===== src/rtl/seg7_scan_driver_pkg.sv =====
// seg7 glyph codes and active-low segment patterns.
// Pattern bit order is {g, f, e, d, c, b, a}.
package seg7_pkg;

  typedef enum logic [2:0] {
    SEG_A, SEG_B, SEG_C, SEG_D,
    SEG_E, SEG_F, SEG_G
  } seg_idx_e;

  localparam logic [4:0] G_HEX0  = 5'd0;
  localparam logic [4:0] G_HEX1  = 5'd1;
  localparam logic [4:0] G_HEX2  = 5'd2;
  localparam logic [4:0] G_HEX3  = 5'd3;
  localparam logic [4:0] G_HEX4  = 5'd4;
  localparam logic [4:0] G_HEX5  = 5'd5;
  localparam logic [4:0] G_HEX6  = 5'd6;
  localparam logic [4:0] G_HEX7  = 5'd7;
  localparam logic [4:0] G_HEX8  = 5'd8;
  localparam logic [4:0] G_HEX9  = 5'd9;
  localparam logic [4:0] G_HEXA  = 5'd10;
  localparam logic [4:0] G_HEXB  = 5'd11;
  localparam logic [4:0] G_HEXC  = 5'd12;
  localparam logic [4:0] G_HEXD  = 5'd13;
  localparam logic [4:0] G_HEXE  = 5'd14;
  localparam logic [4:0] G_HEXF  = 5'd15;
  localparam logic [4:0] G_BLANK = 5'd16;
  localparam logic [4:0] G_DASH  = 5'd17;
  localparam logic [4:0] G_B     = 5'd18;
  localparam logic [4:0] G_N     = 5'd19;
  localparam logic [4:0] G_R     = 5'd20;
  localparam logic [4:0] G_O     = 5'd21;
  localparam logic [4:0] G_P     = 5'd22;
  localparam logic [4:0] G_L     = 5'd23;
  localparam logic [4:0] G_H     = 5'd24;

  localparam logic [6:0] S_0     = 7'h40;
  localparam logic [6:0] S_1     = 7'h79;
  localparam logic [6:0] S_2     = 7'h24;
  localparam logic [6:0] S_3     = 7'h30;
  localparam logic [6:0] S_4     = 7'h19;
  localparam logic [6:0] S_5     = 7'h12;
  localparam logic [6:0] S_6     = 7'h02;
  localparam logic [6:0] S_7     = 7'h78;
  localparam logic [6:0] S_8     = 7'h00;
  localparam logic [6:0] S_9     = 7'h10;
  localparam logic [6:0] S_A     = 7'h08;
  localparam logic [6:0] S_LB    = 7'h03;
  localparam logic [6:0] S_C     = 7'h46;
  localparam logic [6:0] S_D     = 7'h21;
  localparam logic [6:0] S_E     = 7'h06;
  localparam logic [6:0] S_F     = 7'h0E;
  localparam logic [6:0] S_BLANK = 7'h7F;
  localparam logic [6:0] S_DASH  = 7'h3F;
  localparam logic [6:0] S_N     = 7'h2B;
  localparam logic [6:0] S_R     = 7'h2F;
  localparam logic [6:0] S_O     = 7'h23;
  localparam logic [6:0] S_P     = 7'h0C;
  localparam logic [6:0] S_L     = 7'h47;
  localparam logic [6:0] S_H     = 7'h09;

endpackage


===== src/rtl/seg7_scan_driver_if.sv =====
// Double-buffered load port of the 7-segment scanner.
// Upstream formatters drive master; the scanner takes slave.
interface seg7_scan_driver_if #(
  parameter int NUM_DIGITS = 4
);
  logic                      load;
  logic [5*NUM_DIGITS-1:0]   glyph;
  logic [NUM_DIGITS-1:0]     dp;
  logic [NUM_DIGITS-1:0]     blink;
  logic [NUM_DIGITS-1:0]     blank;

  modport master (
    output load, glyph, dp, blink, blank
  );

  modport slave (
    input load, glyph, dp, blink, blank
  );
endinterface


===== src/rtl/seg7_scan_driver_glyph_rom.sv =====
// Combinational glyph decoder: 5-bit code to
// active-low {g..a} pattern; unused codes are blank.
module seg7_glyph_rom
  import seg7_pkg::*;
(
  input  logic [4:0] code,
  output logic [6:0] pat
);
  always_comb begin
    pat = S_BLANK;
    case (code)
      G_HEX0: pat = S_0;
      G_HEX1: pat = S_1;
      G_HEX2: pat = S_2;
      G_HEX3: pat = S_3;
      G_HEX4: pat = S_4;
      G_HEX5: pat = S_5;
      G_HEX6: pat = S_6;
      G_HEX7: pat = S_7;
      G_HEX8: pat = S_8;
      G_HEX9: pat = S_9;
      G_HEXA: pat = S_A;
      G_HEXB: pat = S_LB;
      G_HEXC: pat = S_C;
      G_HEXD: pat = S_D;
      G_HEXE: pat = S_E;
      G_HEXF: pat = S_F;
      G_DASH: pat = S_DASH;
      G_B:    pat = S_LB;
      G_N:    pat = S_N;
      G_R:    pat = S_R;
      G_O:    pat = S_O;
      G_P:    pat = S_P;
      G_L:    pat = S_L;
      G_H:    pat = S_H;
      default: pat = S_BLANK;
    endcase
  end
endmodule


===== src/rtl/seg7_scan_driver.sv =====
// N-digit multiplexed 7-segment scanner with
// double-buffered load, dead time and blinking.
module seg7_scan_driver
  import seg7_pkg::*;
#(
  parameter int NUM_DIGITS   = 4,
  parameter int SCAN_DIV     = 200000,
  parameter int DEAD_CYCLES  = 64,
  parameter int BLINK_FRAMES = 64
) (
  input  logic                  clk,
  input  logic                  rst,
  seg7_scan_driver_if.slave     ld,
  output logic [NUM_DIGITS-1:0] an,
  output logic [7:0]            seg,
  output logic                  frame_tick
);
  localparam int CW = $clog2(SCAN_DIV);
  localparam int IW =
    (NUM_DIGITS > 1) ? $clog2(NUM_DIGITS) : 1;
  localparam int FW =
    (BLINK_FRAMES > 1) ? $clog2(BLINK_FRAMES) : 1;
  localparam int GW = 5 * NUM_DIGITS;
  localparam logic [NUM_DIGITS-1:0] ONE = 1;

  logic [CW-1:0]         cnt;
  logic [IW-1:0]         idx;
  logic [FW-1:0]         fcnt;
  logic                  bphase;
  logic                  tick;
  logic                  wrap;
  logic                  dead;

  logic [GW-1:0]         act_glyph;
  logic [NUM_DIGITS-1:0] act_dp;
  logic [NUM_DIGITS-1:0] act_blink;
  logic [NUM_DIGITS-1:0] act_blank;
  logic [GW-1:0]         pend_glyph;
  logic [NUM_DIGITS-1:0] pend_dp;
  logic [NUM_DIGITS-1:0] pend_blink;
  logic [NUM_DIGITS-1:0] pend_blank;
  logic                  pend_valid;

  logic [4:0]            cur_glyph;
  logic                  cur_dp;
  logic                  cur_off;
  logic [6:0]            cur_pat;

  assign tick = (cnt == CW'(SCAN_DIV - 1));
  assign wrap = tick &&
    (idx == IW'(NUM_DIGITS - 1));

  generate
    if (DEAD_CYCLES > 0) begin : g_dead
      assign dead = (cnt < CW'(DEAD_CYCLES));
    end else begin : g_no_dead
      assign dead = 1'b0;
    end
  endgenerate

  always_ff @(posedge clk) begin
    if (rst) begin
      cnt <= '0;
      idx <= '0;
    end else if (tick) begin
      cnt <= '0;
      idx <= wrap ? '0 : idx + 1'b1;
    end else begin
      cnt <= cnt + 1'b1;
    end
  end

  always_ff @(posedge clk) begin
    if (rst) begin
      fcnt   <= '0;
      bphase <= 1'b0;
    end else if (wrap) begin
      if (fcnt == FW'(BLINK_FRAMES - 1)) begin
        fcnt   <= '0;
        bphase <= ~bphase;
      end else begin
        fcnt <= fcnt + 1'b1;
      end
    end
  end

  // A same-cycle load lands in pending after the
  // frame swap has consumed the older contents.
  always_ff @(posedge clk) begin
    if (rst) begin
      act_glyph  <= {NUM_DIGITS{G_BLANK}};
      act_dp     <= '0;
      act_blink  <= '0;
      act_blank  <= '0;
      pend_glyph <= {NUM_DIGITS{G_BLANK}};
      pend_dp    <= '0;
      pend_blink <= '0;
      pend_blank <= '0;
      pend_valid <= 1'b0;
    end else begin
      if (wrap && pend_valid) begin
        act_glyph  <= pend_glyph;
        act_dp     <= pend_dp;
        act_blink  <= pend_blink;
        act_blank  <= pend_blank;
        pend_valid <= 1'b0;
      end
      if (ld.load) begin
        pend_glyph <= ld.glyph;
        pend_dp    <= ld.dp;
        pend_blink <= ld.blink;
        pend_blank <= ld.blank;
        pend_valid <= 1'b1;
      end
    end
  end

  always_comb begin
    cur_glyph = G_BLANK;
    cur_dp    = 1'b0;
    cur_off   = 1'b0;
    for (int i = 0; i < NUM_DIGITS; i++) begin
      if (idx == IW'(i)) begin
        cur_glyph = act_glyph[5*i +: 5];
        cur_dp    = act_dp[i];
        cur_off   = act_blank[i] |
                    (act_blink[i] & bphase);
      end
    end
  end

  seg7_glyph_rom u_rom (
    .code (cur_glyph),
    .pat  (cur_pat)
  );

  always_ff @(posedge clk) begin
    if (rst) begin
      an         <= '1;
      seg        <= 8'hFF;
      frame_tick <= 1'b0;
    end else begin
      an         <= dead ? '1 : ~(ONE << idx);
      seg        <= cur_off ? 8'hFF
                            : {~cur_dp, cur_pat};
      frame_tick <= wrap;
    end
  end
endmodule


===== src/flat_wrapper.sv =====
// flat-port wrapper written by rule: the top's interface ports become plain ports
module seg7_scan_driver_flat import seg7_pkg::*;
#(
  parameter int NUM_DIGITS   = 4,
  parameter int SCAN_DIV     = 200000,
  parameter int DEAD_CYCLES  = 64,
  parameter int BLINK_FRAMES = 64
)
  (clk, rst, an, seg, frame_tick, ld_load, ld_glyph, ld_dp, ld_blink, ld_blank);
  seg7_scan_driver_if #(.NUM_DIGITS(NUM_DIGITS)) ld_i ();
  input  logic clk;
  input  logic rst;
  output logic [NUM_DIGITS-1:0] an;
  output logic [7:0] seg;
  output logic frame_tick;
  input wire logic [$bits(ld_i.load)-1:0] ld_load;
  input wire logic [$bits(ld_i.glyph)-1:0] ld_glyph;
  input wire logic [$bits(ld_i.dp)-1:0] ld_dp;
  input wire logic [$bits(ld_i.blink)-1:0] ld_blink;
  input wire logic [$bits(ld_i.blank)-1:0] ld_blank;
  assign ld_i.load = ld_load;
  assign ld_i.glyph = ld_glyph;
  assign ld_i.dp = ld_dp;
  assign ld_i.blink = ld_blink;
  assign ld_i.blank = ld_blank;
  seg7_scan_driver #(.NUM_DIGITS(NUM_DIGITS), .SCAN_DIV(SCAN_DIV), .DEAD_CYCLES(DEAD_CYCLES), .BLINK_FRAMES(BLINK_FRAMES)) u_core (.clk(clk), .rst(rst), .ld(ld_i), .an(an), .seg(seg), .frame_tick(frame_tick));
endmodule

===== config.mk =====
export PLATFORM = sky130hd
export DESIGN_NAME = seg7_scan_driver_flat
export DESIGN_NICKNAME = d
export VERILOG_FILES = /design/src/rtl/seg7_scan_driver_pkg.sv /design/src/rtl/seg7_scan_driver_if.sv /design/src/rtl/seg7_scan_driver_glyph_rom.sv /design/src/rtl/seg7_scan_driver.sv /design/src/flat_wrapper.sv
export SDC_FILE = /design/constraint.sdc
export NUM_CORES = 1
export LEC_CHECK = 0
export ABC_CLOCK_PERIOD_IN_PS = 8500
export BUFFER_PORTS_ARGS = -buffer_cell sky130_fd_sc_hd__buf_2
export CAP_MARGIN = 5
export CORE_AREA = 3 3 76 114
export CTS_CLUSTER_DIAMETER = 50
export DETAILED_ROUTE_END_ITERATION = 10
export DIE_AREA = 0 0 79 117
export GPL_TIMING_DRIVEN = 0
export PLACE_DENSITY_LB_ADDON = 0.25
export SLEW_MARGIN = 20
export SYNTH_ARGS = -nofsm -noshare
export SYNTH_HDL_FRONTEND = slang
export SYNTH_HIERARCHICAL = 1
export SYNTH_SLANG_ARGS = --single-unit

===== constraint.sdc =====
create_clock -name clk -period 8.5 [get_ports clk]
set_input_delay 0.425 -clock clk [delete_from_list [all_inputs] [get_ports clk]]
set_output_delay 0.425 -clock clk [all_outputs]
set_load 0.1 [all_outputs]

==> summary by stage <==
Outcome
The run finished with clean final reports.

Global routing
The initial antenna violation count is 0. The maximum number of pins on one net before global-route repair is 17. Global routing used 26.6% of the available tracks. Summed over all layers, the global routing overflow is 0.

The number of global-route vias before repair was 4394. The global-route wire length before repair is 19900 um.

Timing
Between clock sinks in the finished design, the worst skew comes to 0.00442 ns. After layout, the worst path uses 42.3% of the clock period. The relative max-transition margin is 39.1%.

Setup repair after global routing left no endpoint under its margin. The final total negative setup slack is 0 ns. The number of hold violations in the final report is 0. The number of pins with negative max-slew slack in the final report is 0. For the finished layout, the period the worst path requires is 3.60 ns.

For this run, the top clock speed supported by timing is 0.278 GHz. Setup violations remaining at the end of the flow were counted as 0. For the pin with the worst max-slew slack, the measured transition is 0.904 ns.

Layout
Fill cells in the final layout number 620. Across the whole layout, storage elements account for 0.00210 mm^2. The number of nets at the end of the flow is 657.

The total non-filler cell area in the finished layout is 0.00553 mm^2. The core utilization of the finished layout is 71.7%. From synthesis to final layout, the design area changed by 14.3%. The repair_antennas step left the layout with diodes totalling 0. Leaving out filler cells and counting taps, the final layout contains 716. The layout cell share with drive strength beyond 1 is 12.9%. In the final layout, the multi-input gates occupy 0.00248 mm^2.

Die
The number of top-level pins is 48. The number of core rows is 39. The die footprint is 0.00924 mm^2.

The initial cell density of the core is 62.7%. The height of the die is 117 um. In this run the standard cell core region covers 0.00771 mm^2.

The die is 79 um wide.

Yosys
The fraction of the yosys area taken by sequential cells is 43.5%. For this run, asynchronously set or reset flops after synthesis account for 0%. The synthesized area per cell is 8.77 um^2. The netlist uses 54 different library cells. The commonest register cell after synthesis is sky130_fd_sc_hd__dfxtp_1.

The cell area that synthesis handed to floorplanning was 0.00483 mm^2. Synthesis produced a netlist whose cell count is 551. The total of flip-flops plus latches after synthesis is 105. The net count of the mapped netlist is 599. The number of enable-type register cells in the synthesized netlist is 0. The Yosys step of the flow raised 6 warnings.

Placement
The weighted congestion at the end of routability-driven global placement is 0.916. The placement-stage cell area is 0.00520 mm^2. After legalization and detailed placement, the total HPWL measured 8270 um. Once placement completed, the tool counted placed cells totaling 700. Port buffering added 46 buffers.

Clock tree
The clock passes through at most 2 buffers. Clock tree synthesis selected as its root buffer the cell sky130_fd_sc_hd__clkbuf_16. The number of cells upsized or downsized after cts is 0.

For this design, the sink count on the clock tree is 105. Counting the buffers created by CTS gives 9. The insertion delay of the later-clocked pin in the worst-skew pair is 0.34 ns.

Clock-pin slew was measured on the worst setup and hold paths at 0.07 ns. Hold repair after CTS inserted 0 buffers. The TritonCTS clock tree is built.

The post-CTS repair timing setup buffer count is 0. CTS built an H-tree with a depth of 3.

Detailed routing
Summed over all layers, the routed wires come to 11600 um. After detailed routing, the number of remaining DRC violations is 0. The detail route stage leaves a number of antenna-violating nets equal to 0. The number of vias after detailed routing is 4397. The wire length per cell after detailed routing is 16.2 um.

The via count normalized by instance count is 6.14. The iteration count of the initial detailed-routing pass is 5. The iteration-0 DRC count of the detailed router is 345.

Pwr
Power spread over the standard cell area amounts to 183 mW/mm^2. The clock power share is 44.7%. The switching power as a share of total power is 21.1%. The analysis attributes to cell leakage a power of 2.05 nW. The internal power of the cells totals 796 uW. For this design the total switching power over the nets is 212 uW. Combinational logic is responsible for 4.8% of the overall power. IR analysis of the VDD net gives a maximum drop of 0.000140 V. The part of the total power dissipated in sequential elements is 50.4%.

Min path
The number of cells traversed by the worst hold path is 3. The type of the tightest min-delay check is in -> reg.

Setup path
At the worst endpoint, the arrival time is 3.83 ns. The largest fanout on the critical path is 10. STA classifies the critical path endpoint as a register. The kind of start point of the critical path is a register.

The critical setup path kind is reg -> reg. The count of cells along the worst register-to-register path is 13. The critical path required time is 8.73 ns.

Flow run
Max-cap violations in this run came to 0.
## worst paths after layout
path	from	end	slack, ns
worst max-delay path	u_core/idx[1]$_SDFFE_PP0N_	u_core/seg[3]$_SDFF_PP1_	4.90
worst min-delay path	ld_glyph[19]	u_core/pend_glyph[19]$_SDFFE_PP1P_	0.30
worst max register to register	u_core/idx[1]$_SDFFE_PP0N_	u_core/seg[3]$_SDFF_PP1_	4.90
worst min register to register	u_core/cnt[0]$_SDFF_PP0_	u_core/cnt[0]$_SDFF_PP0_	0.47
## metrics by stage
stage / total power, mW / worst slack (ns) / hold WS (ns)
2_1_floorplan: 0.549 / 5.52 / 0.425
3_3_place_gp: 0.566 / 4.91 / 0.435
3_5_place_dp: 0.568 / 4.98 / 0.452
4_1_cts: 1.01 / 4.93 / 0.286
5_1_grt: 1.04 / 4.60 / 0.303
6_report: 1.01 / 4.90 / 0.297
## cell families after synthesis
family                   synth area share [%]
AND/OR/NAND/NOR                          20.0
AO/OA/AOI/OAI                            17.7
buffers and inverters                    5.28
XOR/XNOR                                 2.17
adder cells (fa/ha/maj)                  3.37
flip-flops                               43.5
multiplexers                             7.97
## metal layers
| layer | global-route usage [%] | wire (um) |
|---|---|---|
| met1 | 31.5 | 4760 |
| met2 | 45.8 | 5800 |
| met3 | 4.67 | 588 |
| met4 | 14.4 | 476 |
| met5 | 0 | 0 |
## worst max-delay path, cell delays in order (launching register included)
cell and delay (ns):
sky130_fd_sc_hd__dfxtp_1 0.34, sky130_fd_sc_hd__inv_1 0.09, sky130_fd_sc_hd__ha_1 0.26, sky130_fd_sc_hd__clkbuf_1 0.36
sky130_fd_sc_hd__nand2_1 0.10, sky130_fd_sc_hd__a21oi_1 0.15, sky130_fd_sc_hd__a21oi_1 0.09, sky130_fd_sc_hd__o21ai_0 0.71
sky130_fd_sc_hd__inv_1 0.23, sky130_fd_sc_hd__ha_1 0.36, sky130_fd_sc_hd__inv_1 0.04, sky130_fd_sc_hd__mux4_2 0.44
sky130_fd_sc_hd__o22a_1 0.18, sky130_fd_sc_hd__nand2b_1 0.13
## state kept, by name, summed over array words and instances, names as in the netlist, 6 cells and up
signal,cells
u_core/pend_glyph,20
u_core/act_glyph,20
u_core/fcnt,6
u_core/seg,8
u_core/cnt,18
## cells in the final DEF (no fill, tap or decap), drive strengths merged, types with 10 or more instances in the layout
cell    count
a21oi      54
buf        54
clkbuf     54
dfxtp     105
ha         13
inv        17
mux2i      34
nand2      31
nand3      11
nand4      32
nor2       47
nor4       10
o21ai      24
o31ai      33
## cell usage after synthesis (3+ instances only)
library cell	count	area share, %
sky130_fd_sc_hd__dfxtp_1	105	43
sky130_fd_sc_hd__ha_1	13	3.4
sky130_fd_sc_hd__nand4_1	32	4.1
sky130_fd_sc_hd__xnor2_1	7	1.3
sky130_fd_sc_hd__nand3_1	11	1.1
sky130_fd_sc_hd__a31oi_1	8	1.0
sky130_fd_sc_hd__a21oi_1	54	5.6
sky130_fd_sc_hd__mux2i_1	34	7.0
sky130_fd_sc_hd__nor2_1	47	3.7
sky130_fd_sc_hd__o21ai_0	23	2.4
sky130_fd_sc_hd__nand4b_1	3	0.54
sky130_fd_sc_hd__nand2_1	31	2.4
sky130_fd_sc_hd__a21o_1	3	0.47
sky130_fd_sc_hd__o31ai_1	33	5.1
sky130_fd_sc_hd__or4_1	5	0.78
sky130_fd_sc_hd__buf_2	5	0.52
sky130_fd_sc_hd__or3_1	3	0.39
sky130_fd_sc_hd__nand2b_1	8	1.0
sky130_fd_sc_hd__nor2b_1	4	0.52
sky130_fd_sc_hd__nor3_1	5	0.52
sky130_fd_sc_hd__nand3b_1	4	0.62
sky130_fd_sc_hd__inv_1	16	1.2
sky130_fd_sc_hd__nor4_1	10	1.3
sky130_fd_sc_hd__clkbuf_1	41	3.2
sky130_fd_sc_hd__and4_1	3	0.54
sky130_fd_sc_hd__xor2_1	5	0.91
## power groups by stage
stage	logic, mW	clock network, mW	registers (mW)
2_1_floorplan	0.0312	0	0.518
3_3_place_gp	0.0464	0	0.519
3_5_place_dp	0.0480	0	0.520
4_1_cts	0.0484	0.457	0.509
5_1_grt	0.0549	0.476	0.510
6_report	0.0488	0.451	0.509
## cell type report
class                           instances  share of cell area (%)
Buffer                                 49                    3.53
Clock buffer                           12                    4.64
Clock inverter                          4                    1.34
Inverter                               16                    1.09
Multi-Input combinational cell        381                    44.8
Sequential cell                       105                    38.0
Tap cell                              102                    2.31
Timing Repair Buffer                   47                    4.26
No activity file was read; power rests on OpenSTA's default activity.
